## src/rtl/led_pattern_to_value.sv

```systemverilog
// Seven-segment scanner decoder: debounces per-digit strobed patterns into four nibbles and pulses when a full frame is seen.
// Latency: one clock from the accepting strobe to value_out/err_mask; frame_valid one clock after the last digit lands.
// Backpressure: none; strobes are consumed every cycle. Optional blank-digit decode via SEG_BLANK_ACCEPT_EN.
module led_pattern_to_value #(
    parameter int STABLE_CNT = 2
) (
    input  logic        clk,
    input  logic        rst_n,
    input  logic [6:0]  seg_in,
    input  logic [1:0]  digit_sel,
    input  logic        seg_strobe,
    output logic [15:0] value_out,
    output logic [3:0]  err_mask,
    output logic        frame_valid
);

    typedef enum logic {COLLECT, EMIT} state_t;

    localparam logic [3:0] STABLE = 4'(STABLE_CNT);

    state_t      state_q, state_d;
    logic [6:0]  last_pat_q [4];
    logic [6:0]  last_pat_d [4];
    logic [3:0]  cnt_q [4];
    logic [3:0]  cnt_d [4];
    logic [15:0] value_q, value_d;
    logic [3:0]  err_q, err_d;
    logic [3:0]  acc_q, acc_d;
    logic        accept;
    logic [4:0]  dec;
    logic [3:0]  cnt_inc;

    // Returns {error, nibble}.
    function automatic logic [4:0] decode(input logic [6:0] p);
        logic [4:0] r;
        case (p)
            7'b1111110: r = {1'b0, 4'h0};
            7'b0110000: r = {1'b0, 4'h1};
            7'b1101101: r = {1'b0, 4'h2};
            7'b1111001: r = {1'b0, 4'h3};
            7'b0110011: r = {1'b0, 4'h4};
            7'b1011011: r = {1'b0, 4'h5};
            7'b1011111: r = {1'b0, 4'h6};
            7'b1110010: r = {1'b0, 4'h7};
            7'b1111111: r = {1'b0, 4'h8};
            7'b1111011: r = {1'b0, 4'h9};
`ifdef SEG_BLANK_ACCEPT_EN
            7'b0000000: r = {1'b0, 4'hF};
`endif
            default:    r = {1'b1, 4'hE};
        endcase
        return r;
    endfunction

    always_comb begin
        state_d    = state_q;
        last_pat_d = last_pat_q;
        cnt_d      = cnt_q;
        value_d    = value_q;
        err_d      = err_q;
        acc_d      = (state_q == EMIT) ? 4'b0000 : acc_q;
        accept     = 1'b0;
        dec        = decode(seg_in);
        cnt_inc    = cnt_q[digit_sel] + 4'd1;

        case (state_q)
            COLLECT: if (acc_q == 4'b1111) state_d = EMIT;
            EMIT:    state_d = COLLECT;
            default: state_d = COLLECT;
        endcase

        if (seg_strobe) begin
            if (seg_in == last_pat_q[digit_sel]) begin
                // cnt never exceeds STABLE, so the increment cannot wrap.
                if (cnt_q[digit_sel] != STABLE) begin
                    cnt_d[digit_sel] = cnt_inc;
                    accept           = (cnt_inc == STABLE);
                end
            end else begin
                last_pat_d[digit_sel] = seg_in;
                cnt_d[digit_sel]      = 4'd1;
                accept                = (STABLE == 4'd1);
            end
            if (accept) begin
                value_d[{digit_sel, 2'b00} +: 4] = dec[3:0];
                err_d[digit_sel]                 = dec[4];
                acc_d[digit_sel]                 = 1'b1;
            end
        end
    end

    always_ff @(posedge clk or negedge rst_n) begin
        if (!rst_n) begin
            state_q <= COLLECT;
            value_q <= 16'h0000;
            err_q   <= 4'b0000;
            acc_q   <= 4'b0000;
            for (int i = 0; i < 4; i++) begin
                last_pat_q[i] <= 7'b0000000;
                cnt_q[i]      <= 4'd0;
            end
        end else begin
            state_q    <= state_d;
            value_q    <= value_d;
            err_q      <= err_d;
            acc_q      <= acc_d;
            last_pat_q <= last_pat_d;
            cnt_q      <= cnt_d;
        end
    end

    assign value_out   = value_q;
    assign err_mask    = err_q;
    assign frame_valid = (state_q == EMIT);

endmodule
```

## config.mk

```make
export PLATFORM = sky130hd
export DESIGN_NAME = led_pattern_to_value
export DESIGN_NICKNAME = d
export VERILOG_FILES = /design/src/rtl/led_pattern_to_value.sv
export SDC_FILE = /design/constraint.sdc
export NUM_CORES = 1
export LEC_CHECK = 0
export ABC_AREA = 1
export BUFFER_PORTS_ARGS = -buffer_cell sky130_fd_sc_hd__buf_2
export CAP_MARGIN = 10
export CORE_ASPECT_RATIO = 1.5
export CORE_UTILIZATION = 45
export CTS_CLUSTER_DIAMETER = 150
export DETAILED_ROUTE_END_ITERATION = 12
export PLACE_DENSITY_LB_ADDON = 0.05
export SLEW_MARGIN = 5
export SYNTH_ARGS = -nofsm -noshare
export SYNTH_HDL_FRONTEND = slang
export SYNTH_SLANG_ARGS = --single-unit
```

## constraint.sdc

```tcl
create_clock -name clk -period 1.8 [get_ports clk]
set_input_delay 0.18 -clock clk [delete_from_list [all_inputs] [get_ports clk]]
set_output_delay 0.18 -clock clk [all_outputs]
set_load 0.02 [all_outputs]
```

* Word-level counts from Yosys, hierarchy flattened
Index checks and enable logic that the tools add are counted.
Widths: inputs -> output; s select.
** Word-level totals
- Register bits :: 69
- Output and inout port bits :: 21
** Operators by class
- Add/sub/neg operators :: 2
- Magnitude comparators :: 4
- Equality and inequality tests :: 15
- Shift-type cells :: 2
- Mux-type cells :: 27
- Bitwise operators :: 7
- Reduce and logical (&&, ||, !) cells :: 5
** Operator list (number)
- $eq 7x7->1 const B :: 8
- $pmux 5 s10 :: 1
- $bwmux 16 :: 2
- $mux 16 :: 2
- $bwmux 28 :: 1
- $mux 4 :: 6
- $mux 7 :: 3
- $shift 4x6->16 const A :: 1
- $shiftx 4x6->16 :: 1
- $bmux 7 s2 :: 1
- $demux 7 s2 :: 1
- $eq 7x6->1 const B :: 2
- $and 12x12->12 :: 1
- $not 12->12 :: 1
- $bmux 4 s2 :: 1
- $demux 4 s2 :: 1
- $or 4x4->4 :: 2
- $eq 7x7->1 :: 1
- $neg 4->6 :: 1
- $reduce_and 2->1 :: 3
- $mux 1 :: 5
- $add 4x1->4 const B :: 1
- $bwmux 4 :: 1
- $eq 4x2->1 const B :: 1
- 12 further kinds :: 14

* Logic depth before layout (Yosys ltp)
Gate-level depths: netlist (run 1).
- Depth in word-level cells :: 11
- Gate-level depth with buffers :: 18
- Mapped depth without buffers :: 16

* Worst setup path before layout (run 1)
Ideal clock, no wire load.
- Path kind :: reg2reg
- Start :: register cnt_q[8] in the netlist's numbering
- End :: register value_q[10] (netlist: value_out[10])
- Setup time :: 0.121 ns
- Arrival time :: 1.715 ns
- Required time :: 1.679 ns
- Slack :: -0.036 ns
- Stages on the path, launching flop included :: 14
- Buffers on the path :: 0
- Clock period less this slack :: 1.836 ns
- Cell sequence :: dfrtp_1 -> nand2_1 -> nand3_1 -> nand2_1 -> inv_1 -> ha_1 -> nand2_1 -> nand2_2 -> nor2_2 -> nand2_2 -> nor2_8 -> nand3_2 -> nand2_1 -> o21ai_1
** Between the ends
- Cells in the longest elaborated chain, start to end :: 9
- Elaborated cells on any way between the ends :: 10
- Classes of those cells :: 1 x add/sub; 2 x eq/ne; 6 x mux; 1 x reduce/logical
** Ends and longest elaborated chain
- start: declaration :: RTL line 24 : logic [3:0] cnt_q [4];
- start signal: assignment :: RTL line 108 : cnt_q <= cnt_d;
- $bmux 4 s2 * :: RTL line 64, 75
- $mux 4 (not written as such) * (2 in a row) :: RTL line 64, 75
- $add 4x1->4 :: RTL line 64 : cnt_inc = cnt_q[digit_sel] + 4'd1;
- $eq 4x2->1 :: RTL line 77 : accept = (cnt_inc == STABLE);
- $mux 1 * :: RTL line 75 : if (cnt_q[digit_sel] != STABLE) begin
- $mux 1 * :: RTL line 73 : if (seg_in == last_pat_q[digit_sel]) begin
- $mux 1 * :: RTL line 72 : if (seg_strobe) begin
- $reduce_and 2->1 (no source line) *
- end signal: assignment :: RTL line 104 : value_q <= value_d;
- end: declaration :: RTL line 26 : logic [15:0] value_q, value_d;
Mark *: on every way between the ends. The rest lies on a longest branch, timed or not. The select of a mux whose other input is x is not followed.
A chain may end at the register's enable or synchronous reset.

* Worst setup path in the final report (run 1)
- Start :: register cnt_q[12] in the netlist's numbering
- End :: register value_q[2] (netlist: value_out[2])
The elaborated chain is that of the path after synthesis.

==> results of run 1 <==
[metrics by stage]
step	instance area, um2	worst slack, ns	util, %	cells
3_3_place_gp	4700	-0.234	53.5	732
2_1_floorplan	4130	-0.0258	-	556
3_5_place_dp	4700	-0.250	53.5	732
4_1_cts	5070	-0.0603	57.7	753
5_1_grt	5420	-0.194	61.8	762
6_report	5420	-0.105	61.8	762
[logic make-up after synthesis]
| logic type | count (synthesis) | share of synthesized area (%) |
|---|---|---|
| AO/OA/AOI/OAI | 40 | 5.02 |
| buffers and inverters | 50 | 6.56 |
| adder cells (fa/ha/maj) | 11 | 3.39 |
| AND/OR/NAND/NOR | 386 | 42.5 |
| flip-flops | 69 | 42.5 |
[final cells by class]
cell class	instances	area, um2	share of cell area, %
repair buffers	96	739	13.6
well taps	110	138	2.54
multi-input cells	437	2380	43.8
clock inverters	6	71.3	1.31
inverters	34	143	2.63
flip-flops and latches	69	1730	31.8
clock buffers	10	229	4.22
[what timing repair did]
action	4_1_cts	5_1_grt
endpoints found under the hold margin	69	0
pin swaps	17	25
hold buffers	1	0
endpoints found under the setup margin	24	64
resized for setup	10	65
cloned	0	1
setup buffers	4	10
[how the worst max path moves through the flow]
stage / start / to / slack (ns) / cells past startpoint
finish: cnt_q[12] / value_out[2] / -0.11 / 13
global route: cnt_q[8] / value_out[8] / -0.19 / 13
CTS: cnt_q[8] / value_out[1] / -0.06 / 13
detailed placement: digit_sel[0] / last_pat_q[6] / -0.25 / 15
global placement: digit_sel[0] / last_pat_q[1] / -0.23 / 15
floorplan: digit_sel[0] / value_out[10] / -0.03 / 17
[power groups by stage]
stage	Sequential, mW	Combinational, mW	Clock [mW]
final	1.75	0.890	1.80
after global routing	1.76	0.984	1.90
after CTS	1.74	0.782	1.82
after detailed placement	1.77	0.752	0
after global placement	1.77	0.740	0
after floorplan	1.76	0.475	0
[worst min-delay path, cell delays in order]
cell and delay, ns:
buf_2 0.17, nand2_1 0.09, nand2_1 0.04
[state kept, by name (all words and copies together) (netlist names)]
name,cells
frame_valid,1
last_pat_q,28
acc_q,4
value_out,16
err_mask,4
cnt_q,16
[layout by cell type (no fill, tap or decap), types with 2 or more instances in the layout]
master        n
inv_1        24
nor2_2        7
nand2_4       7
buf_2        31
inv_2         6
nor2_8        2
ha_4          2
clkinvlp_4    2
dfrtp_1      69
nand3_4      10
nand2_2      24
nand3_1      50
nor2_1       21
buf_4        51
nor2_4        6
o21ai_4       3
buf_12        4
nor3_1        2
o21ai_0      11
clkinv_4      2
buf_6         7
nor4_1        2
inv_4         3
o21ai_1      22
ha_1          8
nand2_1     238
clkbuf_16    10
nand3_2      16
[metal layers]
layer	vias up	global-route usage [%]	part of all wire (%)
li1	1950	-	-
met1	1883	30.4	39
met2	106	46.2	55
met3	25	5.41	3.4
met4	0	12.6	3.0
met5	-	0	0
==> results.ini, run 1 <==
[clock_network]
clock_path_buffers=2
clkTransAtPathRegs_ns=0.06
cts.sinks=69
cts-root-buf=clkbuf_16
cts_buffers=9
cts_tree=built
ctsHtreeMaxLevel=3
clk_latency_ns=0.34

[placed_design]
detailed_place_hpwl_mm=8.54
io_buffers=32
globalplace.congestion=0.891

[worst_hold_path]
min_path_cells=3
worstHoldEndpoint=last_pat_q[16]
hp-class=input pin to flop
hold_start=seg_in[2]

[yosys]
synth_ff_type=dfrtp_1
syn_nets=579
syn-mean-instance-area_um2=7.31
synth.largest_area_cell=dfrtp_1
synthDistinctLibCells=26
synthArstFlopShare_pct=100
yosys.cell_count.top_type=nand2_1
mappedNetlistArea_um2=4060
seq_area_frac_synth_pct=42.5
synth-edff-count=0
yosysWarnings=0
synth_seq_cells=69
synthCells=556
synthTopCellsByCount=256 x nand2_1, 69 x dfrtp_1, 63 x nand3_1
synth_area_leaders=dfrtp_1 42%, nand2_1 24%, nand3_1 7.8%
yosysTopAreaCellShare_pct=42.5

[status]
outcome=complete, but fails checks
violations=negative setup slack

[drt]
vias=3964
routed_via_density=5.20
ant_nets=0
drt_first_pass_iters=5
drcViolationCount=0
drt_iter0_drc=321
wl_per_cell_um=15.6
wl_mm=11.9

[setup_path]
crit_type=flop to flop
critPathArrivalTime_ns=2.14
crit_slowest_cell=dfrtp_1
timing.rr.end=value_out[2]
path_max_fanout=8
cpPeakStageDelay_ns=0.40
path_cells=nand2_1, nand3_2, nand2_4, inv_4, ha_4, nand2_2, nand2_2, nor2_4, nand2_4, nor2_8, nand3_4, nand2_1, o21ai_1
endpoint_kind=flop
cp-start-kind=flop
required_ns=2.03
reg2reg_depth=13
cp_num_buf_inv=1
r2r-start=cnt_q[12]
crit_family=simple AND/OR/NAND/NOR gates
ff2ff_setup_slack_ns=-0.11

[finish]
fill_cells=806
fin_nets=670
area_delta_synth_final_pct=33.5
antennaDiodeCount=0
drive_gt1_share_pct=30.7

[timing]
finalSetupViolations=21
fin_tns_setup_ns=-1.38
slew_viol_final=0
fin_ws_ns=-0.105
fmax_ghz=0.525
finalCritPeriodShare_pct=106
tightestPinTransition_ns=0.533
maxSlewHeadroom_pct=64.1
hold_viol=0
hold_slack_ns=0.184
rsz0062_at_grt=true
skew_ns=0.00688
fin_crit_ns=1.91

[floorplanning]
chipHeight_um=118
dieArea_um2=9420
coreArea_um2=8780
die_w_um=79.6
io-pin-count=33
placementRows=42
start_util_pct=46.3

[pwr]
power_mw=4.44
ir_drop_v=0.000636
pwr-share-clk_pct=40.5
intPower_mw=3.10
pwr-share-seq_pct=39.4
p_leak_nw=2.84
switching_share_pct=30.0
p_sw_mw=1.33
power-per-cell-area_nw_per_um2=818
pwr-share-comb_pct=20.1

[grt]
grt_max_degree=70
grt_first_pass_wirelength_mm=18.8
grt_pass1_vias=3891
grt_usage_pct=26.6
antenna_found_initial=0
grt_overflow=0

[run]
cap_viol_max_count=0

Note: power is estimated with default switching activity, not from simulation.
==> inputs of run 2 (changes only) <==
- CTS_BUF_LIST: unset -> sky130_fd_sc_hd__clkbuf_16
==> results.ini, run 2 (same netlist as run 1, synthesis figures left out) <==
[status]
outcome=complete, but fails checks
violations=negative setup slack

[clock_network]
clkTransAtPathRegs_ns=0.06
cts_tree=built
clk_latency_ns=0.34
ctsHtreeMaxLevel=3
clock_path_buffers=2
cts.sinks=69
cts-root-buf=clkbuf_16
cts_buffers=9

[setup_path]
crit_path_start=cnt_q[12]
crit_family=simple AND/OR/NAND/NOR gates
cp-start-kind=flop
required_ns=2.03
path_cells=nand2_1, nand3_2, nand2_4, inv_4, ha_4, nand2_2, nand2_2, nor2_4, nand2_4, nor2_8, nand3_4, nand2_1, o21ai_1
crit_slowest_cell=dfrtp_1
timing.rr.end=value_out[2]
path_max_fanout=8
ff2ff_setup_slack_ns=-0.10
reg2reg_depth=13
crit_type=flop to flop
critPathArrivalTime_ns=2.14
endpoint_kind=flop
cp_num_buf_inv=1
r2r-start=cnt_q[12]
cpPeakStageDelay_ns=0.40

[finish]
final_common_cell=nand2_1
regMostFlops=last_pat_q
final_core_util_pct=61.8
fill_cells=806
drive_gt1_share_pct=30.7
largest_reg_flops=28
area_delta_synth_final_pct=33.5
antennaDiodeCount=0
final_cell_mix=238 x nand2_1, 69 x dfrtp_1, 51 x buf_4, 50 x nand3_1, 31 x buf_2
fin_nets=670

[placed_design]
detailed_place_hpwl_mm=8.54
io_buffers=32
globalplace.congestion=0.891

[pwr]
ir_drop_v=0.000636
power_mw=4.43
p_leak_nw=2.84
power-per-cell-area_nw_per_um2=817

[floorplanning]
io-pin-count=33
start_util_pct=46.3
chipHeight_um=118
placementRows=42
die_w_um=79.6
dieArea_um2=9420
coreArea_um2=8780

[worst_hold_path]
worstHoldEndpoint=last_pat_q[16]
hp-class=input pin to flop
min_path_cells=3
hold_start=seg_in[2]

[grt]
use_met3_pct=5.41
grt_overflow=0
grt_usage_pct=26.6
grt_pass1_vias=3891
use_met2_pct=46.2
grt.busiest_layer=met2
grt_max_degree=70
grt_first_pass_wirelength_mm=18.8
antenna_found_initial=0
use_met1_pct=30.4

[timing]
finalCritPeriodShare_pct=106
finalSetupViolations=21
fin_ws_ns=-0.105
skew_ns=0.00688
maxSlewHeadroom_pct=64.1
fin_tns_setup_ns=-1.38
fin_crit_ns=1.90
hold_viol=0
fmax_ghz=0.525
tightestPinTransition_ns=0.533
slew_viol_final=0
rsz0062_at_grt=true

[drt]
drcViolationCount=0
wl_mm=11.9
drt_first_pass_iters=5
routed_via_density=5.20
ant_nets=0
drt_iter0_drc=321
wl_per_cell_um=15.6
vias=3964

[run]
cap_viol_max_count=0

==> run 2: changes by cell type in the layout (fill, tap and decap cells not counted), sizes merged <==
cell and change:
clkbuf -1, inv +1
==> run 2: through the flow <==
| step | setup slack, ns | cells | cell area (um2) | hold slack (ns) |
|---|---|---|---|---|
| after floorplan | -0.0258 | 556 | 4130 | -0.116 |
| after global placement | -0.234 | 732 | 4700 | 0.236 |
| after detailed placement | -0.250 | 732 | 4700 | 0.239 |
| after CTS | -0.0600 | 753 | 5070 | 0.171 |
| after global routing | -0.193 | 762 | 5420 | 0.196 |
| final | -0.105 | 762 | 5420 | 0.184 |
==> run 2: area by class of cell <==
| type | instances | area [um2] | area share (%) |
|---|---|---|---|
| clock buffer | 9 | 225 | 4.15 |
| clock inverter | 7 | 75.1 | 1.38 |
| inverter | 34 | 143 | 2.63 |
| multi-input combinational | 437 | 2380 | 43.8 |
| sequential | 69 | 1730 | 31.8 |
| tap | 110 | 138 | 2.54 |
| timing repair buffer | 96 | 739 | 13.6 |
==> run 2: report_power, final <==
group	leakage (nW)	internal, mW	switching (mW)
sequential	0.910	1.68	0.0731
clock	0.143	1.08	0.716
combinational	1.79	0.347	0.543
total	2.84	3.10	1.33
==> run 2: worst reg2reg max path: stages (launching register included) <==
cell	delay, ns
dfrtp_1	0.40
nand2_1	0.09
nand3_2	0.10
nand2_4	0.12
inv_4	0.05
ha_4	0.16
nand2_2	0.06
nand2_2	0.07
nor2_4	0.10
nand2_4	0.07
nor2_8	0.24
nand3_4	0.17
nand2_1	0.10
o21ai_1	0.06
==> run 2: timing repair <==
action / in CTS / in global routing
resized for setup: 10 / 65
hold endpoints to repair: 69 / 0
hold buffers: 1 / 0
cloned: 0 / 1
endpoints found under the setup margin: 24 / 64
buffers inserted: 4 / 10
pin swaps: 17 / 25
==> run 2: worst max-delay path by stage <==
| stage | slack (ns) | end | cells past startpoint |
|---|---|---|---|
| 2_1_floorplan | -0.03 | value_out[10] | 17 |
| 3_3_place_gp | -0.23 | last_pat_q[1] | 15 |
| 3_5_place_dp | -0.25 | last_pat_q[6] | 15 |
| 4_1_cts | -0.06 | value_out[1] | 13 |
| 5_1_grt | -0.19 | value_out[8] | 13 |
| 6_report | -0.10 | value_out[2] | 13 |
==> run 2: routing by layer <==
layer	vias up	routed length, um
li1	1950	-
met1	1883	4640
met2	106	6510
met3	25	402
met4	0	357
met5	-	0
==> inputs of run 3 (changes only) <==
- CORE_ASPECT_RATIO: 1.5 -> unset
==> results.ini, run 3 (same netlist as run 1, synthesis figures left out) <==
[status]
outcome=complete, but fails checks
violations=negative setup slack

[clock_network]
clk_latency_ns=0.33
cts-root-buf=clkbuf_16
cts_tree=built
ctsHtreeMaxLevel=3
cts.sinks=69
clkTransAtPathRegs_ns=0.06
clock_path_buffers=2
cts_buffers=9

[placed_design]
globalplace.congestion=0.878
io_buffers=32
detailed_place_hpwl_mm=7.65
preCtsSetupSlack_ns=-0.284
placed_area_um2=4740

[grt]
grt_usage_pct=24.3
grt_max_degree=70
grt_pass1_vias=3795
grt_overflow=0
grt_first_pass_wirelength_mm=18.4
antenna_found_initial=0

[finish]
final_cell_mix=227 x nand2_1, 69 x dfrtp_1, 53 x buf_4, 50 x nand3_1, 35 x nand2_2
regMostFlops=last_pat_q
fin_area_um2=5450
area_delta_synth_final_pct=34.1
fill_cells=777
largest_reg_flops=28
antennaDiodeCount=0
final_common_cell=nand2_1
drive_gt1_share_pct=32.1
fin_nets=673
final_core_util_pct=62.5

[timing]
finalCritPeriodShare_pct=103
skew_ns=0.00625
fin_ws_ns=-0.0579
maxSlewHeadroom_pct=75.4
hold_viol=0
fmax_ghz=0.538
fin_tns_setup_ns=-0.544
hold_slack_ns=0.125
tightestPinTransition_ns=0.370
rsz0062_at_grt=true
finalSetupViolations=15
fin_crit_ns=1.86
slew_viol_final=0

[floorplanning]
dieArea_um2=9410
io-pin-count=33
start_util_pct=46.6
chipHeight_um=97.0
die_w_um=97.0
placementRows=34
coreArea_um2=8720

[drt]
vias=3854
drcViolationCount=0
drt_iter0_drc=216
wl_per_cell_um=14.3
wl_mm=10.9
drt_first_pass_iters=5
routed_via_density=5.05
ant_nets=0

[setup_path]
required_ns=2.02
r2r-start=cnt_q[8]
reg2reg_depth=14
cp-start-kind=flop
critPathArrivalTime_ns=2.07
path_max_fanout=7
ff2ff_setup_slack_ns=-0.06
crit_type=flop to flop
endpoint_kind=flop
timing.rr.end=value_out[12]

[pwr]
p_leak_nw=2.86
ir_drop_v=0.000465
power-per-cell-area_nw_per_um2=817

[worst_hold_path]
hold_start=seg_in[5]
min_path_cells=3
worstHoldEndpoint=last_pat_q[5]
hp-class=input pin to flop

[run]
cap_viol_max_count=0

==> run 3: through the flow <==
step	instances	total power [mW]
floorplan	556	2.24
global placement	733	2.52
detailed placement	733	2.53
CTS	754	4.35
global route	763	4.65
finish	763	4.45
==> run 3: power breakdown <==
group / switching (mW) / leakage, nW / internal [mW]
Sequential: 0.0820 / 0.910 / 1.67
Clock: 0.718 / 0.144 / 1.08
Combinational: 0.533 / 1.80 / 0.365
==> run 3: worst max-delay path by stage <==
stage,from,endpoint,slack [ns],depth (start not counted)
5_1_grt,cnt_q[1],value_out[1],-0.18,15
2_1_floorplan,digit_sel[0],value_out[10],-0.03,17
6_report,cnt_q[8],value_out[12],-0.06,14
4_1_cts,cnt_q[8],value_out[12],-0.002,13
3_5_place_dp,digit_sel[0],value_out[6],-0.28,16
3_3_place_gp,digit_sel[1],value_out[7],-0.25,16
==> run 3: area by class of cell <==
cell class / instances / area, um2 / area share [%]
clock buffer: 9 / 225 / 4.13
sequential: 69 / 1730 / 31.7
multi-input combinational: 437 / 2380 / 43.7
tap: 108 / 135 / 2.48
clock inverter: 7 / 75.1 / 1.38
inverter: 34 / 138 / 2.53
timing repair buffer: 99 / 767 / 14.1
==> run 3: worst max-delay path, stage by stage (launching register included) <==
cell and delay, ns:
dfrtp_1 0.41, nand2_2 0.09, nand3_2 0.09, nand2_4 0.11
inv_4 0.04, ha_4 0.15, nand2_2 0.06, nand2_2 0.07
nor2_4 0.11, nand2_4 0.08, nor2_8 0.14, buf_12 0.15
nand3_4 0.11, nand2_1 0.09, o21ai_1 0.06
==> run 3: metal layers <==
| metal | share of wire (%) | global-route usage (%) | wire length, um | vias up |
|---|---|---|---|---|
| li1 | - | - | - | 1961 |
| met1 | 47 | 33.8 | 5180 | 1746 |
| met2 | 46 | 38.2 | 5070 | 129 |
| met3 | 4.6 | 3.97 | 506 | 18 |
| met4 | 1.5 | 8.61 | 166 | 0 |
| met5 | 0 | 0 | 0 | - |
==> run 3: timing repair <==
action,in CTS,in global routing
buffers inserted,4,9
hold endpoints to repair,69,0
hold buffers,1,0
cloned,0,1
pin swaps,15,33
setup endpoints to repair,26,68
gates resized for setup,11,68
